$ cat src/rtl/bus_sync_pkg.sv
// Shared types for the bus synchronizer scheduler.
// State encoding and one-hot grant constants.
package bus_sync_pkg;

  typedef enum logic [1:0] {
    IDLE = 2'd0,
    HOLD = 2'd1,
    GAP  = 2'd2
  } state_t;

  localparam logic [1:0] GNT_NONE = 2'b00;
  localparam logic [1:0] GNT_0    = 2'b01;
  localparam logic [1:0] GNT_1    = 2'b10;

endpackage

$ cat src/rtl/bus_sync_sched_rr_arb2.sv
// Two-input arbiter, round-robin on last winner.
// SYNC_SCHED_FIXED_PRIO_EN: fixed priority, req0 wins ties.
module rr_arb2
  import bus_sync_pkg::*;
(
  input  logic       CLK,
  input  logic       RST,
  input  logic [1:0] valid,
  input  logic       accept,
  output logic [1:0] gnt
);

`ifdef SYNC_SCHED_FIXED_PRIO_EN
  logic unused_ok;
  assign unused_ok = ^{CLK, RST, accept};

  // req0 always first
  always_comb begin
    gnt = GNT_NONE;
    if (valid[0])
      gnt = GNT_0;
    else if (valid[1])
      gnt = GNT_1;
  end
`else
  // set when req1 won last; reset favours req0
  logic last1;

  // remember the winner of each accepted word
  always_ff @(posedge CLK or negedge RST) begin
    if (!RST)
      last1 <= 1'b1;
    else if (accept)
      last1 <= gnt[1];
  end

  // on a tie the previous loser goes first
  always_comb begin
    gnt = GNT_NONE;
    case (valid)
      2'b01:   gnt = GNT_0;
      2'b10:   gnt = GNT_1;
      2'b11:   gnt = last1 ? GNT_0 : GNT_1;
      default: gnt = GNT_NONE;
    endcase
  end
`endif

endmodule

$ cat src/rtl/bus_sync_sched.sv
// Shares one bus-synchronizer channel between two requesters.
// Optional SYNC_SCHED_FIXED_PRIO_EN selects fixed-priority arbitration.
module bus_sync_sched
  import bus_sync_pkg::*;
#(
  parameter int BUS_WIDTH = 8,
  parameter int CNT_WIDTH = 5
) (
  input  logic                 CLK,
  input  logic                 RST,
  input  logic [BUS_WIDTH-1:0] req0_data,
  input  logic                 req0_valid,
  output logic                 req0_ready,
  input  logic [BUS_WIDTH-1:0] req1_data,
  input  logic                 req1_valid,
  output logic                 req1_ready,
  input  logic [CNT_WIDTH-1:0] hold_len,
  input  logic [CNT_WIDTH-1:0] gap_len,
  output logic [BUS_WIDTH-1:0] sync_data,
  output logic                 sync_enable,
  output logic [1:0]           grant,
  output logic                 busy
);

  localparam logic [CNT_WIDTH-1:0] ONE = CNT_WIDTH'(1);

  state_t               state_q, state_d;
  logic [CNT_WIDTH-1:0] cnt_q, cnt_d;
  logic [CNT_WIDTH-1:0] gap_q, gap_d;
  logic [CNT_WIDTH-1:0] hold_m1;
  logic [1:0]           gnt;
  logic                 accept;

  rr_arb2 u_arb (
    .CLK    (CLK),
    .RST    (RST),
    .valid  ({req1_valid, req0_valid}),
    .accept (accept),
    .gnt    (gnt)
  );

  // hold of 0 behaves as 1
  assign hold_m1 = (hold_len == '0) ? '0 : hold_len - ONE;

  assign req0_ready = accept & gnt[0];
  assign req1_ready = accept & gnt[1];
  assign busy       = (state_q != IDLE);

  // next state, countdown and accept strobe
  always_comb begin
    state_d = state_q;
    cnt_d   = cnt_q;
    gap_d   = gap_q;
    accept  = 1'b0;
    unique case (state_q)
      IDLE: begin
        if (RST && gnt != GNT_NONE) begin
          accept  = 1'b1;
          state_d = HOLD;
          cnt_d   = hold_m1;
          gap_d   = gap_len;
        end
      end
      HOLD: begin
        if (cnt_q == '0) begin
          if (gap_q != '0) begin
            state_d = GAP;
            cnt_d   = gap_q - ONE;
          end else begin
            state_d = IDLE;
          end
        end else begin
          cnt_d = cnt_q - ONE;
        end
      end
      GAP: begin
        if (cnt_q == '0)
          state_d = IDLE;
        else
          cnt_d = cnt_q - ONE;
      end
      default: state_d = IDLE;
    endcase
  end

  // state, counters and registered synchronizer outputs
  always_ff @(posedge CLK or negedge RST) begin
    if (!RST) begin
      state_q     <= IDLE;
      cnt_q       <= '0;
      gap_q       <= '0;
      sync_data   <= '0;
      sync_enable <= 1'b0;
      grant       <= GNT_NONE;
    end else begin
      state_q     <= state_d;
      cnt_q       <= cnt_d;
      gap_q       <= gap_d;
      sync_enable <= (state_d == HOLD);
      if (accept) begin
        sync_data <= gnt[0] ? req0_data : req1_data;
        grant     <= gnt;
      end
    end
  end

endmodule

$ cat config.mk
export PLATFORM = sky130hd
export DESIGN_NAME = bus_sync_sched
export DESIGN_NICKNAME = d
export VERILOG_FILES = /design/src/rtl/bus_sync_pkg.sv /design/src/rtl/bus_sync_sched_rr_arb2.sv /design/src/rtl/bus_sync_sched.sv
export SDC_FILE = /design/constraint.sdc
export NUM_CORES = 1
export LEC_CHECK = 0
export ABC_AREA = 1
export ABC_CLOCK_PERIOD_IN_PS = 1760
export BUFFER_PORTS_ARGS = -buffer_cell sky130_fd_sc_hd__buf_2
export CORE_ASPECT_RATIO = 1.2
export CORE_MARGIN = 10
export CORE_UTILIZATION = 50
export DETAILED_ROUTE_END_ITERATION = 10
export GPL_TIMING_DRIVEN = 0
export MAX_ROUTING_LAYER = met4
export PLACE_DENSITY_LB_ADDON = 0.25
export SETUP_SLACK_MARGIN = 0.02
export SLEW_MARGIN = 20
export SYNTH_ARGS = -nofsm -noshare
export SYNTH_HDL_FRONTEND = slang
export SYNTH_SLANG_ARGS = --single-unit
$ cat constraint.sdc
create_clock -name CLK -period 1.76 [get_ports CLK]
set_input_delay 0.176 -clock CLK [delete_from_list [all_inputs] [get_ports CLK]]
set_output_delay 0.176 -clock CLK [all_outputs]
set_load 0.01 [all_outputs]
==> results.py, run 1 <==
metrics = {
    "status": {
        "outcome": "complete, but fails checks",
        "violations": "hold timing",
    },
    "drt": {
        "drt-vias-per-instance": 4.93,
        "drc_errors": 0,
        "first_pass_iters": 4,
        "vias": 1463,
        "wirelength_um": 3700,
        "detail-route-antenna-nets": 0,
        "wl_per_cell_um": 12.5,
        "drt_iter0_drc": 40,
    },
    "sta": {
        "worstMarginPinSlew_ps": 537,
        "rsz0062_at_grt": "yes",
        "tns_ps": 0,
        "fmax_mhz": 596,
        "fin_crit_sh": 0.954,
        "hold_viol": 23,
        "holdWs_ps": -20.2,
        "report.final.slew_viol_count": 0,
        "slew_headroom": 0.642,
        "layout_min_cycle_time_ps": 1680,
        "finalClockSkew_ps": 4.50,
        "setup_viol": 0,
    },
    "worst_setup_path": {
        "cp_cell_sequence": "inv_2 > ha_4 > nand2_8 > buf_8 > a211oi_2 > buf_2",
        "worst_ep_required_time_ps": 1580,
        "reg2reg_to": "cnt_q[2]$_DFFE_PN0P_",
        "cp-start-kind": "register",
        "timing.rr.start": "state_q[0]$_DFF_PN0_",
        "reg2regPathDepth": 11,
        "r2r_slack_ps": 210,
        "crit_arrival_ps": 1500,
        "cp_max_fo": 10,
        "slowest_stage": "dfrtp_1",
        "critPathCaptureType": "primary output",
        "critPathKind": "register to primary output",
        "slowest_delay_ps": 420,
    },
    "global_route": {
        "grt_usage": 0.143,
        "antenna_found_initial": 0,
        "grt_overflow_total": 0,
        "grt_max_degree": 24,
        "grt_pass1_wl_um": 6770,
        "first_global_vias": 1551,
    },
    "placement": {
        "dpl_cell_area_sq_um": 1780,
        "hpwlAfterDp_um": 2830,
        "portBuffers": 43,
        "gp_congestion": 0.842,
    },
    "synthesis": {
        "ys.flop_type": "dfrtp_1",
        "synthMuxAreaShare": 0,
        "synth_compound_area_frac": 0.119,
        "synthAdderAreaFrac": 0.0658,
        "syn_area_per_cell_sq_um": 7.28,
        "synth_most_common_cell": "nand2_1",
        "synthSimpleGateAreaFrac": 0.319,
        "synth.area.top_cells": "dfrtp_1, nand2_1, ha_1",
        "synth_edf_count": 0,
        "ys_async_sr_fraction": 1.00,
        "mappedNetlistNets": 247,
        "synth_xor_area_frac": 0.0173,
        "syn_inst": 209,
        "synth_cell_types": 24,
        "yosysSeqAreaShare": 0.396,
        "synth_common_cells": "nand2_1, inv_1, dfrtp_1",
        "yosys_warnings": 0,
        "synth_top_area_frac": 0.378,
        "yosys.area.top_type": "dfrtp_1",
        "synth-seq-cells": 24,
        "synth_top_family_by_area": "simple AND/OR/NAND/NOR gates",
        "syn_area_sq_um": 1520,
    },
    "min_path": {
        "hold_class": "input pin to asynchronous set/reset pin",
    },
    "clock_network": {
        "ctsLongestPathBuffers": 2,
        "clk_root_buffer_cell": "clkbuf_4",
        "clk_pin_slew_ps": 140,
        "cts_buffers": 3,
        "cts-htree-levels": 1,
        "cts_tree": "built",
        "clk_latency_ps": 310,
        "cts.sinks": 24,
    },
    "floorplan": {
        "dieWidth_um": 70.4,
        "core_sq_um": 2860,
        "chipHeight_um": 80.4,
        "die_area_sq_um": 5660,
        "start_util": 0.531,
        "num_rows": 21,
        "io_pins": 44,
    },
    "final_layout": {
        "multi_input_area_sq_um": 822,
        "nets": 302,
        "nFillCells": 274,
        "diodes": 0,
        "final_design_area_no_fill_sq_um": 1910,
        "drive_above_1_share": 0.293,
        "area_growth_pct": 25.3,
        "seq_area_sq_um": 602,
        "fin_util": 0.666,
    },
    "power": {
        "total_leakage_power_nw": 1.05,
        "pwr_density_cell_nw_per_um2": 1750,
        "ir_worst_vdd_mv": 1.02,
    },
    "run": {
        "max_cap_violations": 0,
    },
}
-- layer usage --
metal / global-route usage / wire length (um)
met1: 0.165 / 1610
met2: 0.240 / 1800
met3: 0.0369 / 249
met4: 0.0415 / 38
met5: - / 0
-- per-stage QoR --
| step | hold WS [ps] | total power [mW] | worst slack [ps] | instances |
|---|---|---|---|---|
| after floorplan | -120 | 2.36 | 273 | 209 |
| after global placement | 205 | 2.81 | 29.7 | 286 |
| after detailed placement | 198 | 2.85 | 19.8 | 286 |
| after CTS | 45.8 | 3.30 | 34.1 | 296 |
| after global routing | 6.86 | 3.71 | -8.01 | 297 |
| final | -20.2 | 3.33 | 81.6 | 297 |
-- power breakdown --
part           switching [mW]  leakage, nW  total, mW  internal [mW]
logic                    1.17        0.733       2.01          0.836
clock network           0.167       0.0210      0.293          0.126
registers               0.198        0.294       1.03          0.829
-- area by class of cell --
cell class / count / area share
Buffer: 3 / 0.0164
Timing Repair Buffer: 50 / 0.140
Inverter: 28 / 0.0551
Sequential cell: 24 / 0.316
Clock buffer: 4 / 0.0190
Tap cell: 34 / 0.0223
Multi-Input combinational cell: 154 / 0.431
-- logic make-up (layout without fill, tap and decap cells) --
family                     Yosys count  after routing
xor gates and xnor gates             3              3
AOI/OAI and AO/OA                   33             33
adders and majority gates            8              8
DFF                                 24             24
and+or+nand+nor                    110            110
buffers and inverters               31             85
-- sequential cells by signal, summed over array words and instances (netlist names) --
name	count
sync_enable	1
grant	2
gap_q	5
cnt_q	5
sync_data	8
state_q	2
u_arb.last1	1
-- timing repair --
action / 4_1_cts / 5_1_grt
hold endpoints to repair: 23 / 0
setup buffers: 4 / 1
endpoints found under the setup margin: 2 / 2
gates resized for setup: 6 / 4
pin swaps: 1 / 1
hold buffers: 2 / 0
-- worst max path at each step --
stage,cells past startpoint,endpoint,slack (ps),start
after CTS,6,req1_ready,30,state_q[1]$_DFF_PN0_
final,6,req1_ready,80,state_q[0]$_DFF_PN0_
after detailed placement,7,req1_ready,20,RST
after floorplan,5,req1_ready,270,state_q[0]$_DFF_PN0_
after global routing,4,req0_ready,-8,u_arb.last1$_DFFE_PN1P_
after global placement,7,req1_ready,30,RST
-- critical path: cells and delay by family, from the launching register on --
family | cells | cell delay (ps)
adders and majority gates | 1 | 170
DFF | 1 | 420
buffers and inverters | 3 | 380
and+or+nand+nor | 1 | 80
AOI/OAI and AO/OA | 1 | 120
-- layout by cell type, fill, tap and decap left out, drive strengths merged --
cell	count
inv	28
xor2	2
xnor2	1
dlygate4sd3	1
o21ai	23
ha	8
nand3	16
o211ai	1
clkbuf	4
buf	52
a21oi	8
dfstp	1
nor2	26
a211oi	1
nand2	68
dfrtp	23
No activity file was read; power rests on OpenSTA's default activity.
==> run 2: changes to the inputs <==
--- a/config.mk
+++ b/config.mk
@@ -7,7 +7,7 @@
 export LEC_CHECK = 0
 export ABC_AREA = 1
 export ABC_CLOCK_PERIOD_IN_PS = 1760
-export BUFFER_PORTS_ARGS = -buffer_cell sky130_fd_sc_hd__buf_2
+export BUFFER_PORTS_ARGS = -buffer_cell sky130_fd_sc_hd__clkbuf_2
 export CORE_ASPECT_RATIO = 1.2
 export CORE_MARGIN = 10
 export CORE_UTILIZATION = 50
==> run 2 against run 1 <==
Against the previous run: the flow still finishes with violations (hold timing); non-clock buffer count decreased by 1; maximum frequency decreased by 2.1%; critical path depth unchanged; worst hold slack got worse by 9.9 ps; critical path type unchanged; critical endpoint unchanged; first-iteration DRC count increased by 45%; utilization about the same; global-route usage decreased by 0.67 points.
==> results.py, run 2 (synthesis gave the netlist of run 1 again) <==
metrics = {
    "run": {
        "max_cap_violations": 0,
    },
    "worst_setup_path": {
        "crit_buf_inv": 3,
        "worst-path-stages": 6,
        "slowest_delay_ps": 420,
        "cp_cell_sequence": "inv_2 > ha_4 > nand2_8 > buf_6 > a211oi_2 > buf_2",
        "critPathCaptureType": "primary output",
        "crit_start": "state_q[0]$_DFF_PN0_",
        "cp_max_fo": 10,
        "slowest_stage": "dfrtp_1",
        "worst_ep_required_time_ps": 1580,
        "timing.rr.start": "state_q[0]$_DFF_PN0_",
        "critical_path.top_delay_family": "flip-flops",
        "critPathKind": "register to primary output",
        "cp-start-kind": "register",
        "crit_arrival_ps": 1540,
        "reg2regPathDepth": 11,
    },
    "floorplan": {
        "io_pins": 44,
        "dieWidth_um": 70.4,
        "start_util": 0.531,
        "num_rows": 21,
        "chipHeight_um": 80.4,
        "die_area_sq_um": 5660,
        "core_sq_um": 2860,
    },
    "final_layout": {
        "nets": 301,
        "instances_no_fill": 296,
        "drive_above_1_share": 0.294,
        "reg_top3": "sync_data (8), cnt_q (5), gap_q (5)",
        "multi_input_area_sq_um": 830,
        "regMostFlops": "sync_data",
        "seq_area_sq_um": 602,
        "layout_common_cells": "nand2_1, clkbuf_2, inv_1, dfrtp_1, nor2_1",
        "diodes": 0,
        "final_common_cell": "nand2_1",
        "area_growth_pct": 25.2,
        "nFillCells": 281,
        "largest_reg_flops": 8,
    },
    "global_route": {
        "grt_pass1_wl_um": 6350,
        "grt_overflow_total": 0,
        "antenna_found_initial": 0,
        "grt_max_degree": 24,
        "grt_usage": 0.137,
        "first_global_vias": 1523,
    },
    "placement": {
        "hpwlAfterDp_um": 2880,
        "gp_congestion": 0.835,
        "portBuffers": 43,
        "dp_cells": 286,
    },
    "clock_network": {
        "cts-htree-levels": 1,
        "clk_latency_ps": 310,
        "cts_tree": "built",
        "clk_pin_slew_ps": 140,
        "cts_buffers": 3,
        "cts.sinks": 24,
        "clk_root_buffer_cell": "clkbuf_4",
        "ctsLongestPathBuffers": 2,
    },
    "drt": {
        "first_pass_iters": 4,
        "detail-route-antenna-nets": 0,
        "drc_errors": 0,
        "drt_iter0_drc": 58,
        "wl_per_cell_um": 12.8,
        "wirelength_um": 3800,
        "vias": 1436,
        "drt-vias-per-instance": 4.85,
    },
    "power": {
        "netSwitchingFraction": 0.467,
        "clockPowerShare": 0.089,
        "p_int_mw": 1.78,
        "seqPwrFrac": 0.309,
        "total_leakage_power_nw": 1.05,
        "ir_worst_vdd_mv": 1.16,
        "report.power.total_mw": 3.34,
        "power.switching_mw": 1.56,
        "pwr_density_cell_nw_per_um2": 1750,
        "power_frac_comb": 0.602,
    },
    "sta": {
        "worstMarginPinSlew_ps": 525,
        "fin_crit_sh": 0.975,
        "hold_viol": 23,
        "report.final.slew_viol_count": 0,
        "slew_headroom": 0.650,
        "setup_viol": 0,
        "finalClockSkew_ps": 2.98,
        "layout_min_cycle_time_ps": 1720,
        "fmax_mhz": 583,
        "rsz0062_at_grt": "yes",
        "holdWs_ps": -30.1,
    },
    "status": {
        "violations": "hold timing",
        "outcome": "complete, but fails checks",
    },
    "min_path": {
        "hold_class": "input pin to asynchronous set/reset pin",
    },
}
## run 2: cell count changes in the layout (fill, tap and decap cells not counted), sizes merged
cell	previous run	this run
buf	52	9
clkbuf	4	46
## run 2: worst paths after layout
path	endpoint	slack (ps)
max reg2reg	cnt_q[2]$_DFFE_PN0P_	190
max	req1_ready	40
min in group CLK	gap_q[2]$_DFFE_PN0P_	40
min reg2reg	grant[0]$_DFFE_PN0P_	500
min	cnt_q[1]$_DFFE_PN0P_	-30
max in group asynchronous	u_arb.last1$_DFFE_PN1P_	1300
## run 2: per-layer routing
| layer | GRT usage | wire, um | up-vias |
|---|---|---|---|
| met5 | - | 0 | - |
| met3 | 0.0344 | 184 | 4 |
| met2 | 0.237 | 1880 | 38 |
| met4 | 0.0435 | 38 | 0 |
| li1 | - | - | 765 |
| met1 | 0.149 | 1690 | 629 |
## run 2: stage by stage
stage               hold slack (ps)  setup WS [ps]  TNS [ps]   util  cell area, sq um
floorplan                      -120            273         0      -              1520
global placement                226          -37.2     -37.2  0.621              1780
detailed placement              221          -59.0     -59.0  0.621              1780
CTS                            40.6           15.9         0  0.659              1890
global route                   11.2          -26.3     -26.3  0.665              1910
finish                        -30.1           44.8         0  0.665              1910
## run 2: cell type report
| type | count | share of cell area |
|---|---|---|
| multi-input cells | 154 | 0.435 |
| flip-flops and latches | 24 | 0.316 |
| repair buffers | 49 | 0.138 |
| inverters | 28 | 0.0552 |
| well taps | 34 | 0.0223 |
| clock buffers | 4 | 0.0190 |
| plain buffers | 3 | 0.0144 |
## run 2: power by group through the flow
stage / sequential [mW] / combinational (mW) / clock (mW)
CTS: 1.03 / 1.98 / 0.301
floorplan: 1.07 / 1.29 / 0
finish: 1.03 / 2.01 / 0.296
global route: 1.06 / 2.31 / 0.319
detailed placement: 1.05 / 1.82 / 0
global placement: 1.03 / 1.78 / 0
## run 2: what timing repair did
action / 4_1_cts / 5_1_grt
gates resized for setup: 7 / 6
gates cloned: 0 / 0
hold endpoints to repair: 23 / 0
endpoints found under the setup margin: 2 / 3
hold buffers: 2 / 0
pin swaps: 1 / 1
buffers inserted: 4 / 0
